File: config.mk
export PLATFORM = sky130hd
export DESIGN_NAME = argmax_feeder
export DESIGN_NICKNAME = d
export VERILOG_FILES = /design/src/rtl/argmax_pkg.sv /design/src/rtl/argmax_feeder.sv
export SDC_FILE = /design/constraint.sdc
export NUM_CORES = 1
export LEC_CHECK = 0
export ABC_CLOCK_PERIOD_IN_PS = 2300
export CAP_MARGIN = 20
export CORE_ASPECT_RATIO = 1.1
export CORE_MARGIN = 5
export CORE_UTILIZATION = 55
export DETAILED_ROUTE_END_ITERATION = 8
export HOLD_SLACK_MARGIN = 0.06
export PLACE_DENSITY_LB_ADDON = 0.3
export SYNTH_ARGS = -nofsm -noshare
export SYNTH_HDL_FRONTEND = slang
export SYNTH_SLANG_ARGS = --single-unit
File: constraint.sdc
create_clock -name clk -period 2.3 [get_ports clk]
set_clock_uncertainty 0.1 [all_clocks]
set_input_delay 0.575 -clock clk [delete_from_list [all_inputs] [get_ports clk]]
set_output_delay 0.575 -clock clk [all_outputs]
set_load 0.02 [all_outputs]
File: src/rtl/argmax_pkg.sv
// Shared definitions for the argmax datapath: the feeder's FSM encoding and
// the default vector geometry used by both the feeder and the argmax cell.
package argmax_pkg;

  localparam int DEFAULT_DATA_WIDTH  = 8;
  localparam int DEFAULT_CELL_AMOUNT = 4;

  typedef enum logic {
    IDLE   = 1'b0,
    STREAM = 1'b1
  } fsm_state_t;

endpackage

File: src/rtl/argmax_feeder.sv
// Serialises packed vectors into (index, value) pairs for the argmax cell.
// An active register streams one element per cycle; a one-deep pending register absorbs the next vector.
module argmax_feeder
  import argmax_pkg::*;
#(
  parameter int DATA_WIDTH  = DEFAULT_DATA_WIDTH,
  parameter int CELL_AMOUNT = DEFAULT_CELL_AMOUNT
) (
  input  logic                              clk,
  input  logic                              rst_n,
  input  logic [CELL_AMOUNT*DATA_WIDTH-1:0] in_values,
  input  logic                              in_valid,
  output logic                              in_ready,
  output logic [DATA_WIDTH-1:0]             output_index,
  output logic [DATA_WIDTH-1:0]             output_value,
  output logic                              output_enable,
  output logic                              busy,
  output fsm_state_t                        fsm_state
);

  localparam int VEC_WIDTH = CELL_AMOUNT * DATA_WIDTH;
  localparam logic [DATA_WIDTH-1:0] LAST_INDEX = DATA_WIDTH'(CELL_AMOUNT - 1);

  // Handshake: a vector is taken on a rising edge where in_valid && in_ready.
  // in_ready is a register (not pending_full), so it never depends on in_valid.

  fsm_state_t            state, state_n;
  logic [DATA_WIDTH-1:0] cnt, cnt_n;
  logic [VEC_WIDTH-1:0]  active, active_n;
  logic [VEC_WIDTH-1:0]  pending, pending_n;
  logic                  pending_full, pending_full_n;
  logic                  in_ready_n;
  logic [DATA_WIDTH-1:0] index_n, value_n;
  logic                  enable_n;
  logic [DATA_WIDTH-1:0] cur_value;
  logic                  accept;

  assign accept    = in_valid && in_ready;
  assign busy      = (state == STREAM) || pending_full;
  assign fsm_state = state;

  always_comb begin
    cur_value = '0;
    for (int i = 0; i < CELL_AMOUNT; i++) begin
      if (cnt == DATA_WIDTH'(i)) cur_value = active[i*DATA_WIDTH +: DATA_WIDTH];
    end
  end

  always_comb begin
    state_n        = state;
    cnt_n          = cnt;
    active_n       = active;
    pending_n      = pending;
    pending_full_n = pending_full;
    index_n        = '0;
    value_n        = '0;
    enable_n       = 1'b0;
    case (state)
      IDLE: begin
        if (accept) begin
          active_n = in_values;
          cnt_n    = '0;
          state_n  = STREAM;
        end
      end
      STREAM: begin
        index_n  = cnt;
        value_n  = cur_value;
        enable_n = 1'b1;
        if (cnt != LAST_INDEX) begin
          cnt_n = cnt + DATA_WIDTH'(1);
          if (accept) begin
            pending_n      = in_values;
            pending_full_n = 1'b1;
          end
        end else if (pending_full) begin
          // Hand the skid vector straight over so streams chain without a bubble.
          active_n       = pending;
          pending_n      = '0;
          pending_full_n = 1'b0;
          cnt_n          = '0;
        end else if (accept) begin
          active_n = in_values;
          cnt_n    = '0;
        end else begin
          cnt_n   = '0;
          state_n = IDLE;
        end
      end
      default: state_n = IDLE;
    endcase
    in_ready_n = !pending_full_n;
  end

  always_ff @(posedge clk or negedge rst_n) begin
    if (!rst_n) begin
      state         <= IDLE;
      cnt           <= '0;
      active        <= '0;
      pending       <= '0;
      pending_full  <= 1'b0;
      in_ready      <= 1'b1;
      output_index  <= '0;
      output_value  <= '0;
      output_enable <= 1'b0;
    end else begin
      state         <= state_n;
      cnt           <= cnt_n;
      active        <= active_n;
      pending       <= pending_n;
      pending_full  <= pending_full_n;
      in_ready      <= in_ready_n;
      output_index  <= index_n;
      output_value  <= value_n;
      output_enable <= enable_n;
    end
  end

endmodule

### After elaboration in Yosys (flattened, before gate mapping)

Cells that the tools add are included.

* bits in registers: 92
* input bits: 35
* logic and storage cells: 48

* add/sub/neg operators: 1
* equality and inequality tests: 7
* muxes and demuxes: 24
* bitwise gates (word level): 1
* reductions and logical operators: 6

Operator list (number)
* 32-bit two-way mux: 6
* 8-bit two-way mux: 8
* 32-bit one-hot mux with 2 select lines: 1
* 8-bit by 2-bit == test with 1-bit output (second input constant): 2
* 8-bit one-hot mux with 2 select lines: 1
* 8-bit by 1-bit adder with 8-bit output (second input constant): 1
* 8-bit by 1-bit == test with 1-bit output (second input constant): 1
* 8-bit zero test: 1
* 8-bit by 2-bit != test with 1-bit output (second input constant): 1
* 1-bit two-way mux: 7
* 2-bit != test (second input constant): 3
* 3-bit AND reduction: 1
* 1-bit one-hot mux with 2 select lines: 1
* 2-bit nonzero test: 1
* 1-bit logical AND: 1
* 1-bit zero test: 1
* 1-bit logical OR: 1
* 1-bit inverter: 1

### Logic depth before layout (Yosys ltp)

Gate-level depths: netlist of run 1.

* depth in word-level cells: 6
* mapped depth: 8

### Worst setup path before layout of run 1

OpenSTA, ideal clock, no wires.

* path kind: register to output
* start: register state (netlist: fsm_state)
* end: output busy
* arrival: 1151 ps
* data required time: 1625 ps
* slack: 474 ps
* stages on the path, launching flop included: 4
* buffers on the path: 2
* cell sequence: dfrtp_1 buf_2 clkbuf_1 or2_2

* cells in the longest elaborated chain, start to end: 1

RTL lines
* start, declared: RTL line argmax_feeder.sv:27 `fsm_state_t state, state_n;`
* start signal, assigned: RTL line argmax_feeder.sv:107 `state <= state_n;`
* 1-bit logical OR: RTL line argmax_feeder.sv:39 `assign busy = (state == STREAM) || pending_full;`
* end, declared: RTL line argmax_feeder.sv:17 `output logic busy,`

Every way passes these cells.

### Worst setup path in the final report of run 1

* start: register in_ready
* end: output in_ready

RTL lines
* start, declared: RTL line argmax_feeder.sv:13 `output logic in_ready,`
* start signal, assigned: RTL line argmax_feeder.sv:112 `in_ready <= in_ready_n;`

No word-level cell between the ends.

==> results of run 1 <==
==> state kept, by name, summed over array words and instances, names as in the netlist <==
| signal | count |
|---|---|
| pending_full | 1 |
| active | 32 |
| output_value | 8 |
| in_ready | 1 |
| pending | 32 |
| cnt | 8 |
| output_index | 8 |
| fsm_state | 1 |
| output_enable | 1 |
==> cell families (layout without fill, tap and decap cells) <==
kind of cell | count (synthesis) | in the layout
and+or+nand+nor | 51 | 51
buffers and inverters | 40 | 101
adders and majority gates | 4 | 4
DFF | 92 | 92
AOI/OAI and AO/OA | 142 | 142
==> worst paths after layout <==
check | end | slack (ns) | cells after the start
worst max-delay path | in_ready | 0.11 | 1
worst min-delay path | active[6]$_DFFE_PN0P_ | 0.08 | 1
worst max register to register | active[24]$_DFFE_PN0P_ | 0.18 | 5
worst min register to register | pending[3]$_DFFE_PN0P_ | 0.41 | 1
max in group asynchronous | in_ready$_DFF_PN1_ | 1.38 | 2
min in group clk | pending[3]$_DFFE_PN0P_ | 0.41 | 1
==> layout by cell type, fill, tap and decap left out, types with 3 or more instances in the layout <==
cell type and n:
clkbuf_8 9, a221oi_1 8, a22o_1 32, dfrtp_1 91, o22ai_1 32, and2_1 5, buf_4 16, and3_1 3
clkinv_2 3, nand2_1 17, a211o_1 8, nand3_1 5, a2bb2oi_2 30, clkdlybuf4s50_1 52, buf_12 5, inv_1 12
ha_1 4, a21oi_1 14, nor2_1 7, clkbuf_1 3, o21ai_0 5
==> repair_timing <==
item	CTS	global route
gates resized for setup	0	2
hold endpoints to repair	0	0
endpoints found under the setup margin	0	3
hold buffers	0	0
==> Yosys cell counts, types with 2 or more instances <==
library cell,number
a211o_1,8
a21oi_1,14
a221oi_1,8
a22o_1,32
a2bb2oi_2,30
a31oi_1,2
and2_1,5
and3_1,3
buf_2,5
buf_6,11
clkbuf_1,11
dfrtp_1,91
ha_1,4
inv_1,12
nand2_1,17
nand3_1,5
nand3b_1,2
nor2_1,7
nor3_1,2
o21ai_0,5
o21ai_2,2
o22ai_1,32
or3_1,2
==> worst register-to-register path, delay by kind of cell, from the launching register on <==
kind | cells | cell delay, ns
and+or+nand+nor | 1 | 0.52
DFF | 1 | 0.45
buffers and inverters | 1 | 0.32
adders and majority gates | 1 | 0.24
AOI/OAI and AO/OA | 2 | 0.36
==> routing by layer <==
metal	wire, µm	vias up
met3	522	18
li1	-	1373
met4	180	0
met1	3870	1500
met2	4480	89
met5	0	-
==> layout make-up <==
cell class                 instances  area share (%)
clock buffer                      12            2.71
clock inverter                     3           0.301
inverter                          12           0.903
multi-input combinational        197            32.6
sequential                        92            46.2
tap                               87            2.18
timing repair buffer              74            15.1
==> stage by stage <==
step / utilization (%) / cells / setup slack (ns) / total power, W
floorplan: - / 329 / 0.474 / 0.00228
global placement: 65.3 / 462 / 0.199 / 0.00247
detailed placement: 65.3 / 462 / 0.138 / 0.00249
CTS: 67.4 / 477 / 0.0180 / 0.00338
global route: 67.5 / 477 / 0.0617 / 0.00351
finish: 67.5 / 477 / 0.105 / 0.00336
==> power by group <==
group	switching (W)	internal, W
Sequential	0.000115	0.00180
Clock	0.000515	0.000383
Combinational	0.000243	0.000297
==> results.cfg, run 1 <==
[placement]
gp_congestion = 0.820
dp_hpwl_um = 6220
numPortBuffers = 54
post_dp_cell_area_um2 = 4830

[synthesis]
syn_area_um2 = 4150
muxShareOfSynthArea_pct = 0
synth_xor_area_share_pct = 0
ys_ff_latch = 92
synth_top_flop_cell = dfrtp_1
synth_top_family_by_area = compound AO/OA/AOI/OAI gates
syn_inst = 329
synth.distinct_cells = 42
synth_edf_count = 0
synth_compound_area_share_pct = 30.8
syn-mean-instance-area_um2 = 12.6
synth_top_area_share_pct = 54.9
ys_seq_area_share_pct = 55.5
ys_async_sr_fraction_pct = 100
yosysWarnings = 0
synthSimpleGateAreaFrac_pct = 6.69
syn_nets = 368
synthTopCellsByArea = dfrtp_1 (55%), a2bb2oi_2 (11%), a22o_1 (6.8%), o22ai_1 (4.8%), buf_6 (3.0%)
yosys.area.top_type = dfrtp_1
synth_fa_ha_area_share_pct = 1.21

[floorplan]
die-area_um2 = 9380
fp-row-count = 33
pin_count = 55
dieWidth_um = 92.8
initial_utilization_pct = 56.1
core_um2 = 7390
dieHeight_um = 101

[timing]
fmax_ghz = 0.456
tightest_slew_ns = 0.552
finalHoldViolCount = 0
fin_crit_ns = 2.19
setup_tns_ns = 0
fin_crit_sh_pct = 95.4
setup_viol = 0
hold_ws_ns = 0.0844
drv_slew = 0
rsz0062_at_grt = false
slew_headroom_pct = 63.2

[clocking]
post_cts_buffers = 0
cts_max_level = 3
cts.clk_slew.worst_paths_ns = 0.08
cts-root-buf = clkbuf_8
insertion_delay_ns = 0.35
cts_max_path_buffers = 2
cts_tree = built
cts.sinks = 92
cts_buffers = 9

[critical_path]
path_max_fanout = 4
critPathCaptureType = primary output
crit_family = buffers and inverters
startpoint = in_ready$_DFF_PN1_
path_cells = clkdlybuf4s50_1
crit_path_max_incr_delay_ns = 0.61
required_ns = 1.62
r2r-start = cnt[0]$_DFFE_PN0P_
cp-start-kind = flip-flop
worst-path-buf-inv = 1
critPathKind = flip-flop to primary output
cp.arrival_ns = 1.52
critPathSlowestCell = clkdlybuf4s50_1

[global_route]
grt_max_degree = 40
grtUsageMet3_pct = 4.11
use_met2_pct = 32.3
track_usage_pct = 20.3
grt-busiest-layer = met2
grt_pass1_wl_um = 14800
overflow = 0
met1_usage_pct = 27.9
antenna_found_initial = 0
grt_pass1_vias = 2942

[flow_run]
max_cap_violations = 0

[run_status]
outcome = completed

[routing]
drt-initial-drc-count = 156
routed_wl_um = 9050
wl_per_cell_um = 19.0
drtAntennaViolNets = 0
drc = 0
vias = 2980
drtPass1Iterations = 4
viasPerCell = 6.25

[pwr]
p_per_area_nw_per_um2 = 673
ir_drop_uv = 437
p_leak_nw = 2.15

[layout]
fillCellCount = 547
multi_input_area_um2 = 1630
synthToLayoutAreaGrowth_pct = 20.2
antenna_cells = 0
drive_above_1_share_pct = 18.7
final_area_um2 = 4990
ff_latch_area_um2 = 2300
nNetsFinal = 425

[hold_path]
hold_path.class = primary input to asynchronous set/reset pin
Power figures use the tool's default switching activity.
==> run 2, diff against run 1 <==
Settings changed: CORE_UTILIZATION 55 to 63, DONT_BUFFER_PORTS from default to 1.
==> results.cfg, run 2 (synthesized netlist as in run 1, its figures left out) <==
[run_status]
outcome = finished, violations left
violations = hold timing

[global_route]
overflow = 0
antenna_found_initial = 0
grt_max_degree = 93
grt_pass1_wl_um = 14100
track_usage_pct = 21.9
grt_pass1_vias = 2781

[critical_path]
r2r_slack_ns = 0.20
cp.arrival_ns = 2.24
critPathKind = flip-flop to flip-flop
path_cells = ha_1, or4b_4, o21ai_4, buf_12, buf_4, a2bb2oi_2
critPathSlowestCell = or4b_4
r2r-start = cnt[0]$_DFFE_PN0P_
cp-start-kind = flip-flop
critPathCaptureType = flip-flop
required_ns = 2.44
crit_family = simple AND/OR/NAND/NOR gates
crit_path_max_incr_delay_ns = 0.51
path_max_fanout = 21
worst-path-buf-inv = 2
startpoint = cnt[0]$_DFFE_PN0P_

[routing]
drc = 0
drtAntennaViolNets = 0
viasPerCell = 6.65
drt-initial-drc-count = 155
drtPass1Iterations = 4
wl_per_cell_um = 20.2
routed_wl_um = 8440
vias = 2771

[layout]
antenna_cells = 0
post-route-util_pct = 67.8
synthToLayoutAreaGrowth_pct = 6.48
final_common_cell = dfrtp_1
final_cells = 417
largestRegisters = active x32, pending x32
fillCellCount = 471
final_cell_mix = dfrtp_1 (91), o22ai_1 (32), a22o_1 (32)
final_area_um2 = 4420
drive_above_1_share_pct = 22.1
nNetsFinal = 369

[clocking]
cts_max_path_buffers = 2
insertion_delay_ns = 0.36
cts-root-buf = clkbuf_8
cts.sinks = 92
cts.repair.resized = 0
cts_max_level = 3
cts_tree = built
cts.clk_slew.worst_paths_ns = 0.09
cts_buffers = 9
post_cts_buffers = 0

[placement]
placedCellCount = 401
dp_hpwl_um = 5760
pre_cts_ws_ns = 0.221
numPortBuffers = 0
gp_congestion = 0.897
post_dp_cell_area_um2 = 4230

[hold_path]
hold_path.class = primary input to asynchronous set/reset pin

[timing]
fin_crit_sh_pct = 91.2
hold_ws_ns = -0.207
slew_headroom_pct = 63.7
setup_tns_ns = 0
finalHoldViolCount = 92
fin_crit_ns = 2.10
fmax_ghz = 0.477
finalWorstSetupSlack_ns = 0.203
drv_slew = 0
tightest_slew_ns = 0.544
setup_viol = 0
rsz0062_at_grt = false

[floorplan]
die-area_um2 = 8310
dieHeight_um = 95.1
pin_count = 55
core_um2 = 6520
fp-row-count = 31
initial_utilization_pct = 63.7
dieWidth_um = 87.4

[pwr]
p_leak_nw = 1.92
ir_drop_uv = 581
p_per_area_nw_per_um2 = 761

[flow_run]
max_cap_violations = 0
-- run 2: cell types whose count changed in the layout (fill, tap and decap cells not counted), sizes merged --
cell,previous run,this run
clkinvlp,0,1
clkbuf,12,11
clkdlybuf4s50,52,0
buf,21,18
dlymetal6s2s,1,0
inv,12,13
-- run 2: layout make-up --
type | count | area, µm² | area share [%]
Clock inverter | 5 | 35.0 | 0.793
Timing Repair Buffer | 18 | 160 | 3.63
Sequential cell | 92 | 2300 | 52.1
Inverter | 12 | 45.0 | 1.02
Clock buffer | 11 | 151 | 3.43
Multi-Input combinational cell | 197 | 1620 | 36.7
Tap cell | 82 | 103 | 2.32
-- run 2: path summary, 6_finish.rpt --
path / to / cells after the start
worst max-delay path: active[22]$_DFFE_PN0P_ / 6
worst min-delay path: pending[9]$_DFFE_PN0P_ / 0
worst max register to register: active[22]$_DFFE_PN0P_ / 6
worst min register to register: pending[11]$_DFFE_PN0P_ / 1
max in group asynchronous: in_ready$_DFF_PN1_ / 0
min in group clk: pending[7]$_DFFE_PN0P_ / 1
-- run 2: routing by layer --
metal	up-vias	global-route usage, %	wire (µm)
met2	91	31.7	3950
met4	0	12.0	267
met5	-	0	0
met1	1399	30.5	3670
met3	20	4.84	557
li1	1261	-	-
-- run 2: power breakdown --
part / switching (W) / internal, W / total (W) / leakage (nW)
logic: 0.000195 / 0.000234 / 0.000429 / 0.819
clock network: 0.000558 / 0.000454 / 0.00101 / 0.0957
registers: 0.000116 / 0.00181 / 0.00192 / 1.01
-- run 2: stage by stage --
step           hold slack [ns]  power, W
4_1_cts                 -0.219   0.00338
3_5_place_dp             0.182   0.00237
5_1_grt                 -0.229   0.00352
6_report                -0.207   0.00336
2_1_floorplan            0.179   0.00228
3_3_place_gp             0.182   0.00236
